`src/rtl/sensor_pkg.sv`:
```
// Shared types and constants for the sensor front-end pipeline.
package sensor_pkg;

    typedef logic [7:0] sample_word_t;

    typedef enum logic {
        WAIT_FIRST,
        RUN
    } edge_fsm_t;

    localparam int unsigned SAMPLES_PER_WORD = 8;

endpackage

```
`src/rtl/rise_prio_enc8.sv`:
```
// Lowest-position rising-edge finder for one 8-sample word.
module rise_prio_enc8
    import sensor_pkg::*;
(
    input  logic         prev_bit,
    input  sample_word_t IN,
    output logic         found,
    output logic [2:0]   pos
);

    logic [SAMPLES_PER_WORD:0] s;

    // s[0] is the last sample of the previous word, so position 0 spans the word boundary
    assign s = {IN, prev_bit};

    // Scan upwards and keep only the first rising edge
    always_comb begin
        found = 1'b0;
        pos   = '0;
        for (int unsigned i = 0; i < SAMPLES_PER_WORD; i++) begin
            if (!found && s[i+1] && !s[i]) begin
                found = 1'b1;
                pos   = 3'(i);
            end
        end
    end

endmodule

```
`src/rtl/edge_period_meter.sv`:
```
// Rising-edge period meter for 8x-oversampled deserializer words.
module edge_period_meter
    import sensor_pkg::*;
#(
    parameter int unsigned CNT_W         = 16,
    parameter int unsigned MIN_PERIOD    = 16,
    parameter int unsigned TIMEOUT_WORDS = 4000
) (
    input  logic               CLK,
    input  logic               RESET,
    input  logic               CE,
    input  sample_word_t       IN,
    output logic [CNT_W+2:0]   PERIOD_OUT,
    output logic               PERIOD_VALID,
    output logic [2:0]         EDGE_POS,
    output logic               NO_SIGNAL
);

    localparam int unsigned TS_W = CNT_W + 3;

    // stage 1
    logic [CNT_W-1:0] word_cnt;
    logic             prev_bit;
    logic             s1_full;
    logic             s1_cand;
    logic [TS_W-1:0]  s1_ts;
    logic             enc_found;
    logic [2:0]       enc_pos;

    // stage 2
    edge_fsm_t        state, state_nxt;
    logic [TS_W-1:0]  last_ts, last_ts_nxt;
    logic [CNT_W-1:0] idle_cnt, idle_nxt;
    logic [CNT_W:0]   idle_inc;
    logic [TS_W-1:0]  diff;
    logic             accept;
    logic             no_sig_nxt;

    rise_prio_enc8 u_enc (
        .prev_bit (prev_bit),
        .IN       (IN),
        .found    (enc_found),
        .pos      (enc_pos)
    );

    // Stage 1: register candidate and its timestamp for each consumed word
    always_ff @(posedge CLK) begin
        if (RESET) begin
            word_cnt <= '0;
            prev_bit <= 1'b0;
            s1_full  <= 1'b0;
            s1_cand  <= 1'b0;
            s1_ts    <= '0;
        end else if (CE) begin
            word_cnt <= word_cnt + 1'b1;
            prev_bit <= IN[7];
            s1_full  <= 1'b1;
            s1_cand  <= enc_found;
            s1_ts    <= {word_cnt, enc_pos};
        end
    end

    assign diff     = s1_ts - last_ts;
    assign idle_inc = {1'b0, idle_cnt} + 1'b1;

    // Stage 2 next-state: acceptance, glitch rejection and timeout; a candidate beats the timeout
    always_comb begin
        state_nxt   = state;
        last_ts_nxt = last_ts;
        idle_nxt    = idle_cnt;
        no_sig_nxt  = NO_SIGNAL;
        accept      = 1'b0;
        if (CE && s1_full) begin
            unique case (state)
                WAIT_FIRST: begin
                    if (s1_cand) begin
                        last_ts_nxt = s1_ts;
                        no_sig_nxt  = 1'b0;
                        idle_nxt    = '0;
                        state_nxt   = RUN;
                    end
                end
                RUN: begin
                    if (s1_cand && diff >= TS_W'(MIN_PERIOD)) begin
                        accept      = 1'b1;
                        last_ts_nxt = s1_ts;
                        idle_nxt    = '0;
                    end else if (idle_inc >= (CNT_W+1)'(TIMEOUT_WORDS)) begin
                        idle_nxt    = '0;
                        no_sig_nxt  = 1'b1;
                        state_nxt   = WAIT_FIRST;
                    end else begin
                        idle_nxt    = idle_inc[CNT_W-1:0];
                    end
                end
                default: state_nxt = WAIT_FIRST;
            endcase
        end
    end

    // Stage 2 registers and outputs; PERIOD_VALID is a single-cycle strobe
    always_ff @(posedge CLK) begin
        if (RESET) begin
            state        <= WAIT_FIRST;
            last_ts      <= '0;
            idle_cnt     <= '0;
            PERIOD_OUT   <= '0;
            PERIOD_VALID <= 1'b0;
            EDGE_POS     <= '0;
            NO_SIGNAL    <= 1'b1;
        end else begin
            state        <= state_nxt;
            last_ts      <= last_ts_nxt;
            idle_cnt     <= idle_nxt;
            NO_SIGNAL    <= no_sig_nxt;
            PERIOD_VALID <= accept;
            if (accept) begin
                PERIOD_OUT <= diff;
                EDGE_POS   <= s1_ts[2:0];
            end
        end
    end

endmodule

```
`config.mk`:
```
export PLATFORM = sky130hd
export DESIGN_NAME = edge_period_meter
export DESIGN_NICKNAME = d
export VERILOG_FILES = /design/src/rtl/sensor_pkg.sv /design/src/rtl/rise_prio_enc8.sv /design/src/rtl/edge_period_meter.sv
export SDC_FILE = /design/constraint.sdc
export NUM_CORES = 1
export LEC_CHECK = 0
export BUFFER_PORTS_ARGS = -buffer_cell sky130_fd_sc_hd__buf_2
export CORE_MARGIN = 2
export CORE_UTILIZATION = 25
export CTS_BUF_LIST = sky130_fd_sc_hd__clkbuf_2
export DETAILED_ROUTE_END_ITERATION = 16
export GPL_TIMING_DRIVEN = 0
export PLACE_DENSITY = 0.37
export SETUP_SLACK_MARGIN = 0.2
export SLEW_MARGIN = 40
export SYNTH_ARGS = -nofsm -noshare
export SYNTH_HDL_FRONTEND = slang
export SYNTH_SLANG_ARGS = --single-unit
```
`constraint.sdc`:
```
create_clock -name CLK -period 6.3 [get_ports CLK]
set_input_delay 0.315 -clock CLK [delete_from_list [all_inputs] [get_ports CLK]]
set_output_delay 0.315 -clock CLK [all_outputs]
set_load 0.01 [all_outputs]
```
* Yosys cells after proc, flatten, opt, wreduce, memory -nomap -nowiden *
Index checks and enable logic that the tools add are counted.

word-level totals
  register bits after elaboration = 98
  output and inout bits = 24

cells by class
  $lt $le $gt $ge = 2
  muxes and demuxes = 33
  eq/ne operators = 4
  reduce and logical (&&, ||, !) cells = 35
  $add $sub $neg = 3
  bitwise logic cells = 1

operators by type and width
  cell                                                                  number
  two-way mux 16 bit                                                    3
  two-way mux 19 bit                                                    2
  case mux 19 bit (2 select lines)                                      1
  case mux 16 bit (2 select lines)                                      1
  greater-or-equal comparator 19 x 5 -> 1 bit (second input constant)   1
  subtractor 19 bit                                                     1
  two-way mux 1 bit                                                     18
  adder 16 x 1 -> 17 bit (second input constant)                        1
  greater-or-equal comparator 17 x 12 -> 1 bit (second input constant)  1
  logical AND 1 bit                                                     17
  adder 16 x 1 -> 16 bit (second input constant)                        1
  logical NOT 1 bit                                                     15
  two-way mux 3 bit                                                     4
  two-way mux 2 bit                                                     2
  != test 2 x 1 -> 1 bit (second input constant)                        2
  != test 2 bit (second input constant)                                 2
  case mux 1 bit (2 select lines)                                       2
  AND reduction 4 bit                                                   1
  AND reduction 3 bit                                                   1
  AND reduction 2 bit                                                   1
  NOT 1 bit                                                             1

* Logic depth before layout (Yosys ltp) *
  depth after elaboration = 31
  mapped depth = 14
  depth with buffers taken out = 13

* Cells and area by module *
Synthesis repeated with hierarchy kept, for this count alone.

second synthesis, totals
  cells, all modules = 706
  area, all modules = 5685.5 um^2

by module, submodules not included
  module             instances  area an instance (um^2)  cells an instance  sequential area each (um^2)
  edge_period_meter  1          5524.0                   680                1961.9
  rise_prio_enc8     1          161.4                    26                 0.0

* Worst setup path before layout *
OpenSTA, ideal clock, no wires.

  path type = reg-to-reg
  start = register s1_ts[0]
  end = register PERIOD_OUT[17]
  stages on the path, launching flop included = 15
  arrival time = 2849 ps
  period minus slack after synthesis = 2972 ps
  setup time = 123 ps
  slack = 3328 ps
  data required time = 6177 ps
  cell sequence = dfxtp_1 > inv_1 > ha_1 > inv_1 > fa_1 > a211oi_1 > o211a_1 > o21ai_0 > a21oi_1 > xor2_1 > o2111ai_1 > nor3_2 > buf_2 > nor2_1 > mux2_1

between the ends
  cells in the longest elaborated chain, start to end = 6

ends and longest elaborated chain
  what                                         RTL line                  RTL
  from (decl)                                  edge_period_meter.sv:26   logic [TS_W-1:0] s1_ts;
  from (signal assigned)                       edge_period_meter.sv:59   s1_ts <= {word_cnt, enc_pos};
  subtractor 19 bit (*)                        edge_period_meter.sv:63   assign diff = s1_ts - last_ts;
  greater-or-equal comparator 19 x 5 -> 1 bit  edge_period_meter.sv:84   if (s1_cand && diff >= TS_W'(MIN_PERIOD)) begin
  logical AND 1 bit                            edge_period_meter.sv:84
  two-way mux 1 bit                            edge_period_meter.sv:84
  two-way mux 1 bit                            edge_period_meter.sv:74   unique case (state)
  two-way mux 1 bit                            edge_period_meter.sv:73   if (CE && s1_full) begin
  to (signal assigned)                         edge_period_meter.sv:118  PERIOD_OUT <= diff;
  to (decl)                                    edge_period_meter.sv:13   output logic [CNT_W+2:0] PERIOD_OUT,

Every way passes the cells marked *; elsewhere a longest branch is shown, timed or not.
A chain may end at the register's enable or synchronous reset.

* Worst setup path after layout *
  start = register s1_ts[0]
  end = register idle_cnt[7]

between the ends
  cells in the longest elaborated chain, start to end = 5

ends and longest elaborated chain
  what                                         RTL line                  RTL
  subtractor 19 bit                            edge_period_meter.sv:63
  greater-or-equal comparator 19 x 5 -> 1 bit  edge_period_meter.sv:84
  logical AND 1 bit                            edge_period_meter.sv:84
  two-way mux 16 bit                           edge_period_meter.sv:84
  case mux 16 bit (2 select lines)             edge_period_meter.sv:74
  to (signal assigned)                         edge_period_meter.sv:114  idle_cnt <= idle_nxt;
  to (decl)                                    edge_period_meter.sv:33   logic [CNT_W-1:0] idle_cnt, idle_nxt;

Every way passes these cells.

==> impl.org <==
** GRT
- Entering global routing, the biggest net connects 18 pins.
- All-layer global routing usage :: 13.86%
- Antenna violations before repair :: 1
- Gr ovfl total :: 0
- The via count of the first global-routing pass came to 4736.
- Global-route wire length before repair :: 26070 µm

** Status
- The flow ran to the end, and the final reports show no timing, DRC or antenna violations.

** Critical path
- Delay of the slowest cell on the worst path :: 530 ps
- Along the worst path, the maximum fanout reaches 8.
- In this run the critical register-to-register path is launched from s1_ts[0].
- The worst register-to-register path ends at idle_cnt[7].
- Cell depth of the worst setup path :: 13
- The worst register-to-register path has a setup slack of 2550 ps.
- For the worst setup path, the data required time is 6860 ps.
- The signal on the critical path passes through inv_1 -> ha_1 -> inv_1 -> fa_1 -> a211oi_1 -> o211a_1 -> o21ai_0 -> a21oi_1 -> xor2_1 -> o2111ai_1 -> o31ai_2 -> a21oi_2 -> nor3_1.
- Critical path endpoint category :: flip-flop
- Top Family by Delay on Critical Path :: compound AO/OA/AOI/OAI gates
- At the worst endpoint, the arrival time is 4310 ps.
- Slowest library cell on the worst path :: sky130_fd_sc_hd__o31ai_2
- Critical path startpoint category :: flip-flop
- Reg2Reg Depth :: 13
- Library cell appearing most often on the critical path :: sky130_fd_sc_hd__inv_1
- Startpoint-to-endpoint class of the critical path :: flip-flop to flip-flop
- The critical path contains buffers and inverters numbering 2 combined.

** Final layout
- The post-route netlist has 10.15% of its cells at a drive strength greater than 1.
- After filler insertion, the fill cell instance count of the layout stands at 2401.
- Share of the core filled with cells :: 28.43%
- Non-filler instance count after layout :: 1010
- Compared with the post-synthesis result, the final layout area differs by 12.03%.
- Net count, final :: 757

** Synthesis
- In the synthesized netlist the async set-or-reset flop fraction comes to 0%.
- During synthesis, Yosys emitted a total of 0 warnings.
- Average size of a mapped cell :: 8.156 µm²
- Sequential cell area fraction in the yosys report :: 35.53%
- Number of enable flip-flop cells after synthesis :: 0
- sky130_fd_sc_hd__dfxtp_1 takes more of the synthesized area than any other cell.
- Counting every instance in the synthesized netlist gives 677.
- Synthesis inferred 98 register bits.
- Post-synthesis cell type count :: 69
- Counting every net in the synthesized netlist gives 710.
- Post-synth top area share :: 35.53%
- Yosys attributes the largest share of cell area to sky130_fd_sc_hd__dfxtp_1, sky130_fd_sc_hd__mux2i_1, sky130_fd_sc_hd__nand2_1.
- In the synthesized netlist the dominant register cell turns out to be sky130_fd_sc_hd__dfxtp_1.
- Post-synthesis instance area :: 5522 µm²

** Place
- The congestion estimate from routability-driven global placement came to 0.8091.
- Pre-CTS setup slack :: 2542 ps
- After detailed placement, the design holds a cell count of 991.
- The wire-length estimate of the detail-placed layout is 12250 µm.
- Number of buffer cells added on primary ports :: 34

** STA
- The max-slew violation count came to 0.
- The count of final hold-check violations came to 0.
- Fmax :: 266.7 MHz
- RSZ-0062 raised after global routing :: false
- The worst pin sits at a relative slew slack of 52.05%.
- TNS Setup :: 0 ps
- Setup violations remaining at the end of the flow were counted as 0.
- Post-route clock period utilization :: 59.51%
- Post-route minimum period :: 3749 ps
- Final setup slack of the worst path :: 2551 ps
- Final clock skew :: 44.28 ps
- At the pin with the least slew margin, the transition time is 719.2 ps.

** Power
- In this run, the combinational gates consume 12.6% of the power.
- Sequential cells burn 57.7% of the power.
- For this design the total switching power over the nets is 0.3282 mW.
- Power per standard cell area :: 177.8 nW/µm²
- Summed over all cells, the static leakage comes to 2.360 nW.
- Internal Dissipation :: 0.7719 mW
- Portion of total power attributed to the clock network :: 29.7%
- Net switching is 29.83% of the power.
- Peak supply drop :: 54.64 µV

** Detailed routing
- Using the TritonRoute via totals, the vias-per-cell ratio works out to 4.842.
- Drt wl/cell :: 15.58 µm
- Pre-Repair DR Iteration Count :: 5
- In the routed design, unresolved DRC markers number 0.
- Violation count after the first detailed-routing iteration :: 306
- Summed over all layers, the routed wires come to 15740 µm.
- Total vias in the final route :: 4890
- Final ANT Viol Nets :: 0

** Worst hold path
- In this run the most critical hold path is launched from RESET.
- The min-delay analysis places its worst path in the category primary input to flip-flop.
- Capture endpoint of the worst hold path :: idle_cnt[1]
- Counting instances, the worst hold path has a depth of 4.

** Die
- Area of the core :: 21760 µm²
- In this run the count of I/O pins placed on the die edge is 35.
- The die is 152.6 µm wide.
- The die is 152.6 µm tall.
- Number of cell rows :: 54
- The die covers 23290 µm².
- For this configuration, the core starts out at a cell density of 25.38%.

** CTS
- Gates resized during post-CTS repair numbered 0.
- After clock tree synthesis, the clock-pin slew on the worst setup and hold paths is 290 ps.
- The tree built by TritonCTS fans out to 98 sinks.
- Number of buffers added by the clock tree synthesis step :: 9
- Clock H-tree levels :: 3
- TritonCTS built the clock tree.
- Worst-Skew Late Latency :: 610 ps
- Root buffer cell :: sky130_fd_sc_hd__clkbuf_2
- Buffers added to address setup during post-CTS repair amount to 0.
- For this design, the CTS-stage hold fixing added 2 buffers.
- The clock passes through at most 2 buffers.

** Flow run
- Across the run, the number of max-cap violations was 0.
routing by layer:
| layer | routed length (µm) | vias to the layer above | track usage (%) |
|---|---|---|---|
| met5 | 0 | - | 0 |
| met4 | 229 | 0 | 3.660 |
| met3 | 581 | 16 | 2.844 |
| met2 | 6594 | 87 | 21.01 |
| met1 | 8333 | 2270 | 20.00 |
| li1 | - | 2517 | - |
worst register-to-register path, cell delays in order (launching register included):
cell                        delay [ps]
sky130_fd_sc_hd__dfxtp_1           400
sky130_fd_sc_hd__inv_1              70
sky130_fd_sc_hd__ha_1              150
sky130_fd_sc_hd__inv_1              50
sky130_fd_sc_hd__fa_1              430
sky130_fd_sc_hd__a211oi_1          300
sky130_fd_sc_hd__o211a_1           370
sky130_fd_sc_hd__o21ai_0           140
sky130_fd_sc_hd__a21oi_1           190
sky130_fd_sc_hd__xor2_1            280
sky130_fd_sc_hd__o2111ai_1         380
sky130_fd_sc_hd__o31ai_2           540
sky130_fd_sc_hd__a21oi_2           220
sky130_fd_sc_hd__nor3_1            220
kinds of logic after synthesis:
logic type	share of synthesized area, %
simple gates	23.16
compound gates	18.40
flops	35.53
buf+inv	4.804
mux	7.274
xor+xnor	5.710
fa+ha+maj	5.121
layout by cell type (no fill, tap or decap), types with 3 or more instances in the layout:
| cell type | n |
|---|---|
| sky130_fd_sc_hd__a211oi_1 | 4 |
| sky130_fd_sc_hd__a21o_1 | 9 |
| sky130_fd_sc_hd__a21oi_1 | 41 |
| sky130_fd_sc_hd__a221oi_1 | 3 |
| sky130_fd_sc_hd__a31o_1 | 3 |
| sky130_fd_sc_hd__a31oi_1 | 6 |
| sky130_fd_sc_hd__and2_1 | 4 |
| sky130_fd_sc_hd__and3_1 | 13 |
| sky130_fd_sc_hd__and4_1 | 4 |
| sky130_fd_sc_hd__buf_1 | 4 |
| sky130_fd_sc_hd__buf_2 | 39 |
| sky130_fd_sc_hd__clkbuf_1 | 25 |
| sky130_fd_sc_hd__clkbuf_2 | 9 |
| sky130_fd_sc_hd__dfxtp_1 | 98 |
| sky130_fd_sc_hd__ha_1 | 21 |
| sky130_fd_sc_hd__inv_1 | 28 |
| sky130_fd_sc_hd__mux2i_1 | 39 |
| sky130_fd_sc_hd__nand2_1 | 79 |
| sky130_fd_sc_hd__nand2b_1 | 7 |
| sky130_fd_sc_hd__nand3_1 | 27 |
| sky130_fd_sc_hd__nand4_1 | 10 |
| sky130_fd_sc_hd__nor2_1 | 68 |
| sky130_fd_sc_hd__nor2b_1 | 3 |
| sky130_fd_sc_hd__nor3_1 | 23 |
| sky130_fd_sc_hd__nor4_1 | 7 |
| sky130_fd_sc_hd__o211a_1 | 3 |
| sky130_fd_sc_hd__o211ai_1 | 9 |
| sky130_fd_sc_hd__o21a_1 | 3 |
| sky130_fd_sc_hd__o21ai_0 | 33 |
| sky130_fd_sc_hd__o31ai_1 | 6 |
| sky130_fd_sc_hd__or3_1 | 5 |
| sky130_fd_sc_hd__or4_1 | 4 |
| sky130_fd_sc_hd__xnor2_1 | 13 |
| sky130_fd_sc_hd__xor2_1 | 23 |
metrics by stage:
step	cell area (µm²)	power [mW]	hold slack (ps)
2_1_floorplan	5522	0.7409	434.7
3_3_place_gp	6042	0.7849	444.3
3_5_place_dp	6042	0.7850	451.8
6_report	6186	1.100	89.84
4_1_cts	6183	1.126	16.08
5_1_grt	6186	1.163	46.20
sequential cells by signal (all words and copies together) (netlist names):
name,cells
EDGE_POS,3
PERIOD_VALID,1
s1_cand,1
prev_bit,1
s1_ts,19
last_ts,19
PERIOD_OUT,19
idle_cnt,16
word_cnt,16
s1_full,1
NO_SIGNAL,1
state,1
worst max path at each step:
stage / from / endpoint / slack (ps)
after detailed placement: s1_ts[0] / idle_cnt[2] / 2540
final: s1_ts[0] / idle_cnt[7] / 2550
after global routing: s1_ts[0] / idle_cnt[7] / 2130
after global placement: s1_ts[0] / idle_cnt[9] / 2580
after floorplan: s1_ts[0] / PERIOD_OUT[17] / 3330
after CTS: s1_ts[0] / idle_cnt[7] / 2520
power by group through the flow:
stage / clock network, mW / logic [mW] / registers [mW]
final: 0.327 / 0.139 / 0.634
after global routing: 0.371 / 0.156 / 0.636
after CTS: 0.350 / 0.142 / 0.635
after detailed placement: 0 / 0.140 / 0.645
after global placement: 0 / 0.140 / 0.645
after floorplan: 0 / 0.0981 / 0.643
cells in the mapped netlist, drive strengths merged (4+ instances only):
master,number
a211oi,5
nand4,10
o21ai,35
o211ai,9
a21o,9
and4,4
xor2,23
nand3,27
nor2,68
a221oi,4
or4,4
ha,21
buf,11
or3,5
a21oi,43
a31oi,7
and3,13
nand2,80
o31ai,7
dfxtp,98
and2,4
a31o,5
xnor2,13
clkbuf,25
mux2i,39
nor3,25
inv,28
nor4,7
nand2b,7
area by class of cell:
| type | count | area, µm² | share of cell area [%] |
|---|---|---|---|
| Sequential cell | 98 | 1962 | 31.72 |
| Antenna cell | 1 | 2.502 | 0.04045 |
| Multi-Input combinational cell | 514 | 3294 | 53.26 |
| Inverter | 29 | 108.9 | 1.760 |
| Timing Repair Buffer | 36 | 190.2 | 3.074 |
| Clock buffer | 9 | 45.04 | 0.7282 |
| Tap cell | 280 | 350.3 | 5.663 |
| Clock inverter | 7 | 76.32 | 1.234 |
| Buffer | 36 | 156.4 | 2.528 |
Power figures use the tool's default switching activity.
